==> config.mk <==
export PLATFORM = sky130hd
export DESIGN_NAME = multi_cycle_control_flat
export DESIGN_NICKNAME = d
export VERILOG_FILES = /design/src/rtl/multi_cycle_control_pkg.sv /design/src/rtl/multi_cycle_control_if.sv /design/src/rtl/multi_cycle_control.sv /design/src/flat_wrapper.sv
export SDC_FILE = /design/constraint.sdc
export NUM_CORES = 1
export LEC_CHECK = 0
export CORE_MARGIN = 2
export CORE_UTILIZATION = 39
export DETAILED_ROUTE_END_ITERATION = 7
export PLACE_DENSITY = 0.78
export SYNTH_ARGS = -nofsm -noshare
export SYNTH_HDL_FRONTEND = slang
export SYNTH_SLANG_ARGS = --single-unit
==> constraint.sdc <==
create_clock -name clk -period 1.75 [get_ports clk]
set_clock_uncertainty 0.2 [all_clocks]
set_input_delay 0.35 -clock clk [delete_from_list [all_inputs] [get_ports clk]]
set_output_delay 0.35 -clock clk [all_outputs]
set_load 0.02 [all_outputs]
==> src/rtl/multi_cycle_control_pkg.sv <==
// rtl/multi_cycle_control_pkg.sv - shared opcode header: opcodes, ALU codes, FSM states and control bundle
package multi_cycle_control_pkg;

    localparam logic [5:0] RTYPE = 6'b000000;
    localparam logic [5:0] JMP   = 6'b000010;
    localparam logic [5:0] BEQ   = 6'b000100;
    localparam logic [5:0] ADDI  = 6'b001000;
    localparam logic [5:0] ANDI  = 6'b001100;
    localparam logic [5:0] LW    = 6'b100011;
    localparam logic [5:0] SW    = 6'b101011;

    localparam logic [3:0] ALU_AND = 4'b0000;
    localparam logic [3:0] ALU_OR  = 4'b0001;
    localparam logic [3:0] ALU_ADD = 4'b0010;
    localparam logic [3:0] ALU_SUB = 4'b0110;
    localparam logic [3:0] ALU_SLT = 4'b0111;

    // aluOp codes shared with the ALU control decoder
    localparam logic [1:0] AluOpType_ADD    = 2'b00;
    localparam logic [1:0] AluOpType_SUB    = 2'b01;
    localparam logic [1:0] AluOpType_FUNCT  = 2'b10;
    localparam logic [1:0] AluOpType_OPCODE = 2'b11;

    localparam logic [1:0] PCSRC_ALU    = 2'b00;
    localparam logic [1:0] PCSRC_ALUOUT = 2'b01;
    localparam logic [1:0] PCSRC_JUMP   = 2'b10;

    localparam logic [1:0] ALUB_REG     = 2'b00;
    localparam logic [1:0] ALUB_FOUR    = 2'b01;
    localparam logic [1:0] ALUB_IMM     = 2'b10;
    localparam logic [1:0] ALUB_IMM_SH2 = 2'b11;

    typedef enum logic [3:0] {
        S_FETCH     = 4'd0,
        S_DECODE    = 4'd1,
        S_MEM_ADDR  = 4'd2,
        S_MEM_READ  = 4'd3,
        S_MEM_WB    = 4'd4,
        S_MEM_WRITE = 4'd5,
        S_R_EXEC    = 4'd6,
        S_R_WB      = 4'd7,
        S_BRANCH    = 4'd8,
        S_JUMP      = 4'd9,
        S_I_EXEC    = 4'd10,
        S_I_WB      = 4'd11
    } state_e;

    typedef struct packed {
        logic       pcWrite;
        logic       pcWriteCond;
        logic [1:0] pcSource;
        logic       iorD;
        logic       memRead;
        logic       memWrite;
        logic       irWrite;
        logic       memToReg;
        logic       regDst;
        logic       regWrite;
        logic       aluSrcA;
        logic [1:0] aluSrcB;
        logic       zeroExt;
        logic [1:0] aluOp;
        logic       illegal;
    } ctrl_t;

endpackage

==> src/rtl/multi_cycle_control_if.sv <==
// rtl/multi_cycle_control_if.sv - controller-to-datapath control bus
interface multi_cycle_control_if;
    logic [5:0] opcode;
    logic       memReady;
    logic       pcWrite;
    logic       pcWriteCond;
    logic [1:0] pcSource;
    logic       iorD;
    logic       memRead;
    logic       memWrite;
    logic       irWrite;
    logic       memToReg;
    logic       regDst;
    logic       regWrite;
    logic       aluSrcA;
    logic [1:0] aluSrcB;
    logic       zeroExt;
    logic [1:0] aluOp;
    logic       illegal;
    logic [3:0] state;

    modport master (
        input  opcode, memReady,
        output pcWrite, pcWriteCond, pcSource, iorD, memRead, memWrite, irWrite,
               memToReg, regDst, regWrite, aluSrcA, aluSrcB, zeroExt, aluOp, illegal, state
    );

    modport slave (
        output opcode, memReady,
        input  pcWrite, pcWriteCond, pcSource, iorD, memRead, memWrite, irWrite,
               memToReg, regDst, regWrite, aluSrcA, aluSrcB, zeroExt, aluOp, illegal, state
    );
endinterface

==> src/rtl/multi_cycle_control.sv <==
// rtl/multi_cycle_control.sv - multi-cycle MIPS main control FSM
module multi_cycle_control
    import multi_cycle_control_pkg::*;
(
    input  logic                   clk,
    input  logic                   rst,
    multi_cycle_control_if.master  bus
);

    state_e state_q, state_d;
    ctrl_t  ctrl;

    always_ff @(posedge clk) begin
        if (rst) state_q <= S_FETCH;
        else     state_q <= state_d;
    end

    always_comb begin
        state_d = state_q;
        case (state_q)
            S_FETCH:     if (bus.memReady) state_d = S_DECODE;
            S_DECODE: begin
                case (bus.opcode)
                    LW, SW:     state_d = S_MEM_ADDR;
                    RTYPE:      state_d = S_R_EXEC;
                    BEQ:        state_d = S_BRANCH;
                    JMP:        state_d = S_JUMP;
                    ADDI, ANDI: state_d = S_I_EXEC;
                    default:    state_d = S_FETCH;
                endcase
            end
            S_MEM_ADDR:  state_d = (bus.opcode == SW) ? S_MEM_WRITE : S_MEM_READ;
            S_MEM_READ:  if (bus.memReady) state_d = S_MEM_WB;
            S_MEM_WRITE: if (bus.memReady) state_d = S_FETCH;
            S_R_EXEC:    state_d = S_R_WB;
            S_I_EXEC:    state_d = S_I_WB;
            default:     state_d = S_FETCH;
        endcase
    end

    always_comb begin
        ctrl = '0;
        case (state_q)
            S_FETCH: begin
                ctrl.memRead = 1'b1;
                ctrl.aluSrcB = ALUB_FOUR;
                ctrl.aluOp   = AluOpType_ADD;
                if (bus.memReady) begin
                    ctrl.irWrite  = 1'b1;
                    ctrl.pcWrite  = 1'b1;
                    ctrl.pcSource = PCSRC_ALU;
                end
            end
            S_DECODE: begin
                ctrl.aluSrcB = ALUB_IMM_SH2;
                ctrl.aluOp   = AluOpType_ADD;
                case (bus.opcode)
                    LW, SW, RTYPE, BEQ, JMP, ADDI, ANDI: ctrl.illegal = 1'b0;
                    default:                            ctrl.illegal = 1'b1;
                endcase
            end
            S_MEM_ADDR: begin
                ctrl.aluSrcA = 1'b1;
                ctrl.aluSrcB = ALUB_IMM;
            end
            S_MEM_READ: begin
                ctrl.memRead = 1'b1;
                ctrl.iorD    = 1'b1;
            end
            S_MEM_WB: begin
                ctrl.regWrite = 1'b1;
                ctrl.memToReg = 1'b1;
            end
            S_MEM_WRITE: begin
                ctrl.memWrite = 1'b1;
                ctrl.iorD     = 1'b1;
            end
            S_R_EXEC: begin
                ctrl.aluSrcA = 1'b1;
                ctrl.aluSrcB = ALUB_REG;
                ctrl.aluOp   = AluOpType_FUNCT;
            end
            S_R_WB: begin
                ctrl.regWrite = 1'b1;
                ctrl.regDst   = 1'b1;
            end
            S_BRANCH: begin
                ctrl.aluSrcA     = 1'b1;
                ctrl.aluSrcB     = ALUB_REG;
                ctrl.aluOp       = AluOpType_SUB;
                ctrl.pcWriteCond = 1'b1;
                ctrl.pcSource    = PCSRC_ALUOUT;
            end
            S_JUMP: begin
                ctrl.pcWrite  = 1'b1;
                ctrl.pcSource = PCSRC_JUMP;
            end
            S_I_EXEC, S_I_WB: begin
                // ALU selects held through write-back so ALUOut stays valid
                ctrl.aluSrcA  = 1'b1;
                ctrl.aluSrcB  = ALUB_IMM;
                ctrl.aluOp    = (bus.opcode == ANDI) ? AluOpType_OPCODE : AluOpType_ADD;
                ctrl.zeroExt  = (bus.opcode == ANDI);
                ctrl.regWrite = (state_q == S_I_WB);
            end
            default: ctrl = '0;
        endcase
        if (rst) ctrl = '0;
    end

    assign bus.pcWrite     = ctrl.pcWrite;
    assign bus.pcWriteCond = ctrl.pcWriteCond;
    assign bus.pcSource    = ctrl.pcSource;
    assign bus.iorD        = ctrl.iorD;
    assign bus.memRead     = ctrl.memRead;
    assign bus.memWrite    = ctrl.memWrite;
    assign bus.irWrite     = ctrl.irWrite;
    assign bus.memToReg    = ctrl.memToReg;
    assign bus.regDst      = ctrl.regDst;
    assign bus.regWrite    = ctrl.regWrite;
    assign bus.aluSrcA     = ctrl.aluSrcA;
    assign bus.aluSrcB     = ctrl.aluSrcB;
    assign bus.zeroExt     = ctrl.zeroExt;
    assign bus.aluOp       = ctrl.aluOp;
    assign bus.illegal     = ctrl.illegal;
    assign bus.state       = rst ? 4'd0 : state_q;

endmodule

==> src/flat_wrapper.sv <==
// flat-port wrapper written by rule: the top's interface ports become plain ports
module multi_cycle_control_flat import multi_cycle_control_pkg::*;
  (clk, rst, bus_opcode, bus_memReady, bus_pcWrite, bus_pcWriteCond, bus_pcSource, bus_iorD, bus_memRead, bus_memWrite, bus_irWrite, bus_memToReg, bus_regDst, bus_regWrite, bus_aluSrcA, bus_aluSrcB, bus_zeroExt, bus_aluOp, bus_illegal, bus_state);
  multi_cycle_control_if bus_i ();
  input  logic clk;
  input  logic rst;
  input wire logic [$bits(bus_i.opcode)-1:0] bus_opcode;
  input wire logic [$bits(bus_i.memReady)-1:0] bus_memReady;
  output wire logic [$bits(bus_i.pcWrite)-1:0] bus_pcWrite;
  output wire logic [$bits(bus_i.pcWriteCond)-1:0] bus_pcWriteCond;
  output wire logic [$bits(bus_i.pcSource)-1:0] bus_pcSource;
  output wire logic [$bits(bus_i.iorD)-1:0] bus_iorD;
  output wire logic [$bits(bus_i.memRead)-1:0] bus_memRead;
  output wire logic [$bits(bus_i.memWrite)-1:0] bus_memWrite;
  output wire logic [$bits(bus_i.irWrite)-1:0] bus_irWrite;
  output wire logic [$bits(bus_i.memToReg)-1:0] bus_memToReg;
  output wire logic [$bits(bus_i.regDst)-1:0] bus_regDst;
  output wire logic [$bits(bus_i.regWrite)-1:0] bus_regWrite;
  output wire logic [$bits(bus_i.aluSrcA)-1:0] bus_aluSrcA;
  output wire logic [$bits(bus_i.aluSrcB)-1:0] bus_aluSrcB;
  output wire logic [$bits(bus_i.zeroExt)-1:0] bus_zeroExt;
  output wire logic [$bits(bus_i.aluOp)-1:0] bus_aluOp;
  output wire logic [$bits(bus_i.illegal)-1:0] bus_illegal;
  output wire logic [$bits(bus_i.state)-1:0] bus_state;
  assign bus_i.opcode = bus_opcode;
  assign bus_i.memReady = bus_memReady;
  assign bus_pcWrite = bus_i.pcWrite;
  assign bus_pcWriteCond = bus_i.pcWriteCond;
  assign bus_pcSource = bus_i.pcSource;
  assign bus_iorD = bus_i.iorD;
  assign bus_memRead = bus_i.memRead;
  assign bus_memWrite = bus_i.memWrite;
  assign bus_irWrite = bus_i.irWrite;
  assign bus_memToReg = bus_i.memToReg;
  assign bus_regDst = bus_i.regDst;
  assign bus_regWrite = bus_i.regWrite;
  assign bus_aluSrcA = bus_i.aluSrcA;
  assign bus_aluSrcB = bus_i.aluSrcB;
  assign bus_zeroExt = bus_i.zeroExt;
  assign bus_aluOp = bus_i.aluOp;
  assign bus_illegal = bus_i.illegal;
  assign bus_state = bus_i.state;
  multi_cycle_control u_core (.clk(clk), .rst(rst), .bus(bus_i));
endmodule
==> flow_metrics.py, run 1 <==
metrics = {
    "yosys": {
        "mappedNetlistArea_um2": 634,
        "yosys.area.top_type_share_pct": 12.6,
        "synth_top_area_cell": "dfxtp_1",
        "post_synth_inst_count": 96,
        "yosys_warnings": 0,
        "syn-mean-instance-area_um2": 6.61,
        "synth_seq_cells": 4,
        "yosys-top-cells-area": "dfxtp_1, nor2_1, a21oi_1",
        "mappedNetlistNets": 105,
        "ys_types": 39,
        "yosysSeqAreaShare_pct": 12.6,
    },
    "floorplan": {
        "initial_standard_cell_utilization_of_the_core_pct": 41.6,
        "dieWidth_um": 44.3,
        "rows": 14,
        "die_h_um": 44.3,
        "pin_count": 31,
    },
    "placement": {
        "dpl.hpwl_mm": 1.81,
        "buffer_ports.inserted": 30,
        "area_after_dpl_mm2": 0.00125,
        "place_congestion": 0.886,
    },
    "cts": {
        "cts_htree_levels": 1,
        "clk_root_buffer_cell": "clkbuf_4",
        "cts.sinks": 4,
        "postCtsSetupBuffers": 14,
        "numCtsBuffers": 3,
        "cts_hold_buffers": 0,
        "max-clock-path-buffers": 2,
        "cts_repair_resize_count": 174,
    },
    "status": {
        "last-stage-reached": "clock tree synthesis",
        "run_status": "stopped before the end",
        "flow.first_error": "[ERROR DPL-0033] detailed placement checks failed during check placement.",
    },
}
kinds of logic after synthesis:
group | synth area share (%)
compound gates | 27.8
xor+xnor | 2.76
fa+ha+maj | 1.58
buf+inv | 8.48
flops | 12.6
simple gates | 46.7
Yosys cell counts:
master and n:
nor4_1 2, a21oi_2 1, or2_1 2, nor2b_1 5, or4b_4 1, o21ai_0 1, a22o_1 2, buf_2 4
dfxtp_1 4, maj3_1 1, xnor2_1 1, a21o_1 1, a21oi_1 7, and2_1 2, o21ba_2 1, nor2_1 13
o211ai_1 1, or3_1 2, o21ai_2 1, a32oi_1 1, and3b_1 1, a211oi_2 2, nand2b_1 3, o22ai_1 2
buf_6 1, o22a_1 1, and2b_1 1, nand2_1 8, and3_1 4, inv_1 4, nand4b_1 1, nand3_1 1
o2bb2ai_1 1, nand4_1 2, xor2_1 1, nor3_1 6, or2_2 1, a22oi_2 1, clkbuf_1 2
stage by stage:
step / std cells / util, % / setup slack, ns
floorplan: 96 / - / -0.0415
global placement: 173 / 82.1 / -0.978
detailed placement: 173 / 82.1 / -1.03
==> run 2, diff against run 1 <==
- CORE_AREA: unset -> 2 2 63 65
- CORE_MARGIN: 2 -> unset
- CORE_UTILIZATION: 39 -> unset
- DIE_AREA: unset -> 0 0 65 67
- PLACE_DENSITY: 0.78 -> unset
- PLACE_DENSITY_LB_ADDON: unset -> 0.15
==> run 2 against run 1 <==
The flow now finishes, with violations (setup timing). Synthesized cell count did not move. Area after synthesis did not move.
==> flow_metrics.py, run 2 <==
metrics = {
    "yosys": {
        "synth_xor_area_share_pct": 2.76,
        "mappedNetlistArea_um2": 634,
        "synth_compound_area_share_pct": 27.8,
        "yosys-top-cells-count": "nor2_1, nand2_1, a21oi_1",
        "synth_top_area_cell": "dfxtp_1",
        "synth-simple-area-share_pct": 46.7,
        "synth_top_family_by_area": "simple AND/OR/NAND/NOR gates",
        "yosys-top-cells-area": "dfxtp_1, nor2_1, a21oi_1",
        "post-synth-top-count-cell": "nor2_1",
        "yosys_warnings": 0,
        "yosysSeqAreaShare_pct": 12.6,
        "post_synth_inst_count": 96,
        "syn-mean-instance-area_um2": 6.61,
        "synth_enable_flop_cells": 0,
        "synth_seq_cells": 4,
        "synthAdderAreaFrac_pct": 1.58,
        "synth_top_flop_cell": "dfxtp_1",
        "synth.mux.area_fraction_pct": 0,
        "ys_types": 39,
        "asyncSetResetFlopFracSynth_pct": 0,
        "mappedNetlistNets": 105,
        "yosys.area.top_type_share_pct": 12.6,
    },
    "timing": {
        "final.min_clock_period_ns": 1.97,
        "timing.final.crit_share_pct": 112,
        "maxClockFrequency_mhz": 508,
        "final-hold-violation-count": 0,
        "fin_ws_ns": -0.217,
        "report.final.setup_viol": 14,
        "report.final.slew_viol_count": 0,
        "worst_pin_slew_ns": 0.247,
        "grt_setup_unrepaired": "true",
        "worst_max_slew_margin_expressed_relative_to_the_limit_pct": 83.5,
    },
    "routing": {
        "dr.first_iter.drc_count": 24,
        "met3WireLength_um": 111,
        "remaining_drc_errors": 0,
        "met1_length_mm": 1.05,
        "number_of_optimization_iterations_in_the_first_detailed_route_pass": 4,
        "drtAntennaViolNets": 0,
        "met2WireLength_mm": 1.47,
        "post_drt_via_cell_ratio": 4.32,
        "vias": 976,
        "maxUsedRoutingLayer": "met3",
        "route.final.wire_length_mm": 2.63,
        "routed_wire_length_per_instance_um": 11.6,
    },
    "critical_path": {
        "reg2reg_setup_slack_ns": 0.08,
        "worstSetupStartpointType": "input pin",
        "worst_setup_path_end_kind": "output port",
        "critical_path.max_fanout": 2,
        "timing.critical_path.required_ns": 1.20,
        "crit_start": "bus_opcode[0]",
        "critical_path_class": "in2out",
        "rr_endpoint": "u_core.state_q[2]$_SDFFE_PP0P_",
        "cp_data_arrival_time_ns": 1.42,
        "startpoint_of_the_worst_slack_reg_to_reg_timing_path": "u_core.state_q[2]$_SDFFE_PP0P_",
        "register_to_register_path_depth": 7,
    },
    "final_layout": {
        "most-common-layout-cells": "buf_4, buf_6, nor2_4, nand2_1, buf_2",
        "area.growth.synth_to_final_pct": 161,
        "finalNetCount": 189,
        "final_design_utilization_pct": 45.9,
        "largest_register_ffs": 4,
        "drive_gt1_share_pct": 74.7,
        "final_cell_area_mm2": 0.00166,
        "num_antenna_cells": 0,
        "most_common_cell_after_layout_fill_and_taps_aside": "buf_4",
        "registers.top_by_ff_count": "u_core.state_q",
        "largest_registers": "u_core.state_q (4)",
    },
    "global_routing": {
        "gr-total-overflow": 0,
        "groute.usage.overall_pct": 12.2,
        "first_pass_grt_wire_length_mm": 4.21,
        "via_count_of_the_first_global_routing_pass": 976,
        "grt_start_max_net_pins": 9,
        "antenna_found_initial": 0,
    },
    "pwr": {
        "p_per_area_mw_per_mm2": 357,
        "p_leak_nw": 0.761,
        "irDropWorstVdd_v": 0.000170,
    },
    "placement": {
        "area_after_dpl_mm2": 0.00134,
        "place_congestion": 0.770,
        "dpl.hpwl_mm": 1.97,
        "buffer_ports.inserted": 30,
    },
    "floorplan": {
        "initial_standard_cell_utilization_of_the_core_pct": 17.6,
        "die_h_um": 67,
        "dieWidth_um": 65,
        "die_area_mm2": 0.00436,
        "pin_count": 31,
        "rows": 22,
        "core_mm2": 0.00361,
    },
    "hold_path": {
        "min_to": "u_core.state_q[1]$_SDFFE_PP0P_",
        "holdPathStages": 3,
        "min-delay-start": "u_core.state_q[1]$_SDFFE_PP0P_",
        "hold_path_class": "reg2reg",
    },
    "cts": {
        "numCtsBuffers": 3,
        "cts_tree": "built",
        "max-clock-path-buffers": 2,
        "cts_htree_levels": 1,
        "cts_hold_buffers": 0,
        "cts.clk_slew.worst_paths_ns": 0.03,
        "cts.sinks": 4,
        "worst_skew_pair.late_latency_ns": 0.21,
        "clk_root_buffer_cell": "clkbuf_8",
    },
    "status": {
        "run_status": "finished with violations",
        "violated_checks": "setup timing",
    },
    "job": {
        "timing.max_cap.violations": 0,
    },
}
run 2: cells by family (layout without fill, tap and decap cells):
kind of cell	Yosys count	count (layout)
and+or+nand+nor	55	55
adders and majority gates	1	1
DFF	4	4
xor gates and xnor gates	2	2
AOI/OAI and AO/OA	23	23
buffers and inverters	11	93
run 2: area by class of cell:
type	count	area, um2
clock buffers	3	41.3
fillers	378	1950
inverters	4	15.0
multi-input cells	81	718
flip-flops and latches	4	90.1
well taps	48	60.1
repair buffers	86	732
run 2: timing repair:
action / CTS / global route
cloned: 0 / 0
gates resized for setup: 160 / 44
setup buffers: 13 / 1
pin swaps: 12 / 14
setup endpoints to repair: 26 / 25
run 2: per-stage QoR:
stage,instances,hold slack [ns],total power (W),setup TNS [ns],setup WS [ns]
after global routing,226,0.487,0.000630,-2.36,-0.271
after detailed placement,210,0.492,0.000355,-17.94,-1.06
after CTS,225,0.453,0.000571,-1.82,-0.244
after floorplan,96,0.408,0.000217,-0.0614,-0.0415
final,226,0.449,0.000592,-1.42,-0.217
after global placement,210,0.500,0.000356,-17.87,-1.01
run 2: how the worst max path moves through the flow:
stage | endpoint | slack [ns] | depth (start not counted)
after global routing | bus_pcWrite | -0.27 | 5
final | bus_illegal | -0.22 | 7
after floorplan | bus_illegal | -0.04 | 3
after CTS | bus_illegal | -0.24 | 3
after detailed placement | bus_aluOp[1] | -1.06 | 6
after global placement | bus_aluOp[1] | -1.01 | 6
run 2: layer usage:
layer  track usage, %  vias up
met2             24.1       24
li1                 -      507
met1             14.2      445
met4             1.60        0
met5                0        -
met3             1.52        0
run 2: worst max-delay path, cell delays in order:
cell	delay (ns)
buf_6	0.10
buf_6	0.10
or3_4	0.38
a21oi_2	0.15
buf_4	0.14
nor4_4	0.04
buf_4	0.15
run 2: report_power, final:
group | internal (W) | switching (W) | total [W]
registers | 0.0000961 | 0.00000780 | 0.000104
clock network | 0.000146 | 0.0000418 | 0.000188
logic | 0.000166 | 0.000135 | 0.000300
No activity file was read; power rests on OpenSTA's default activity.
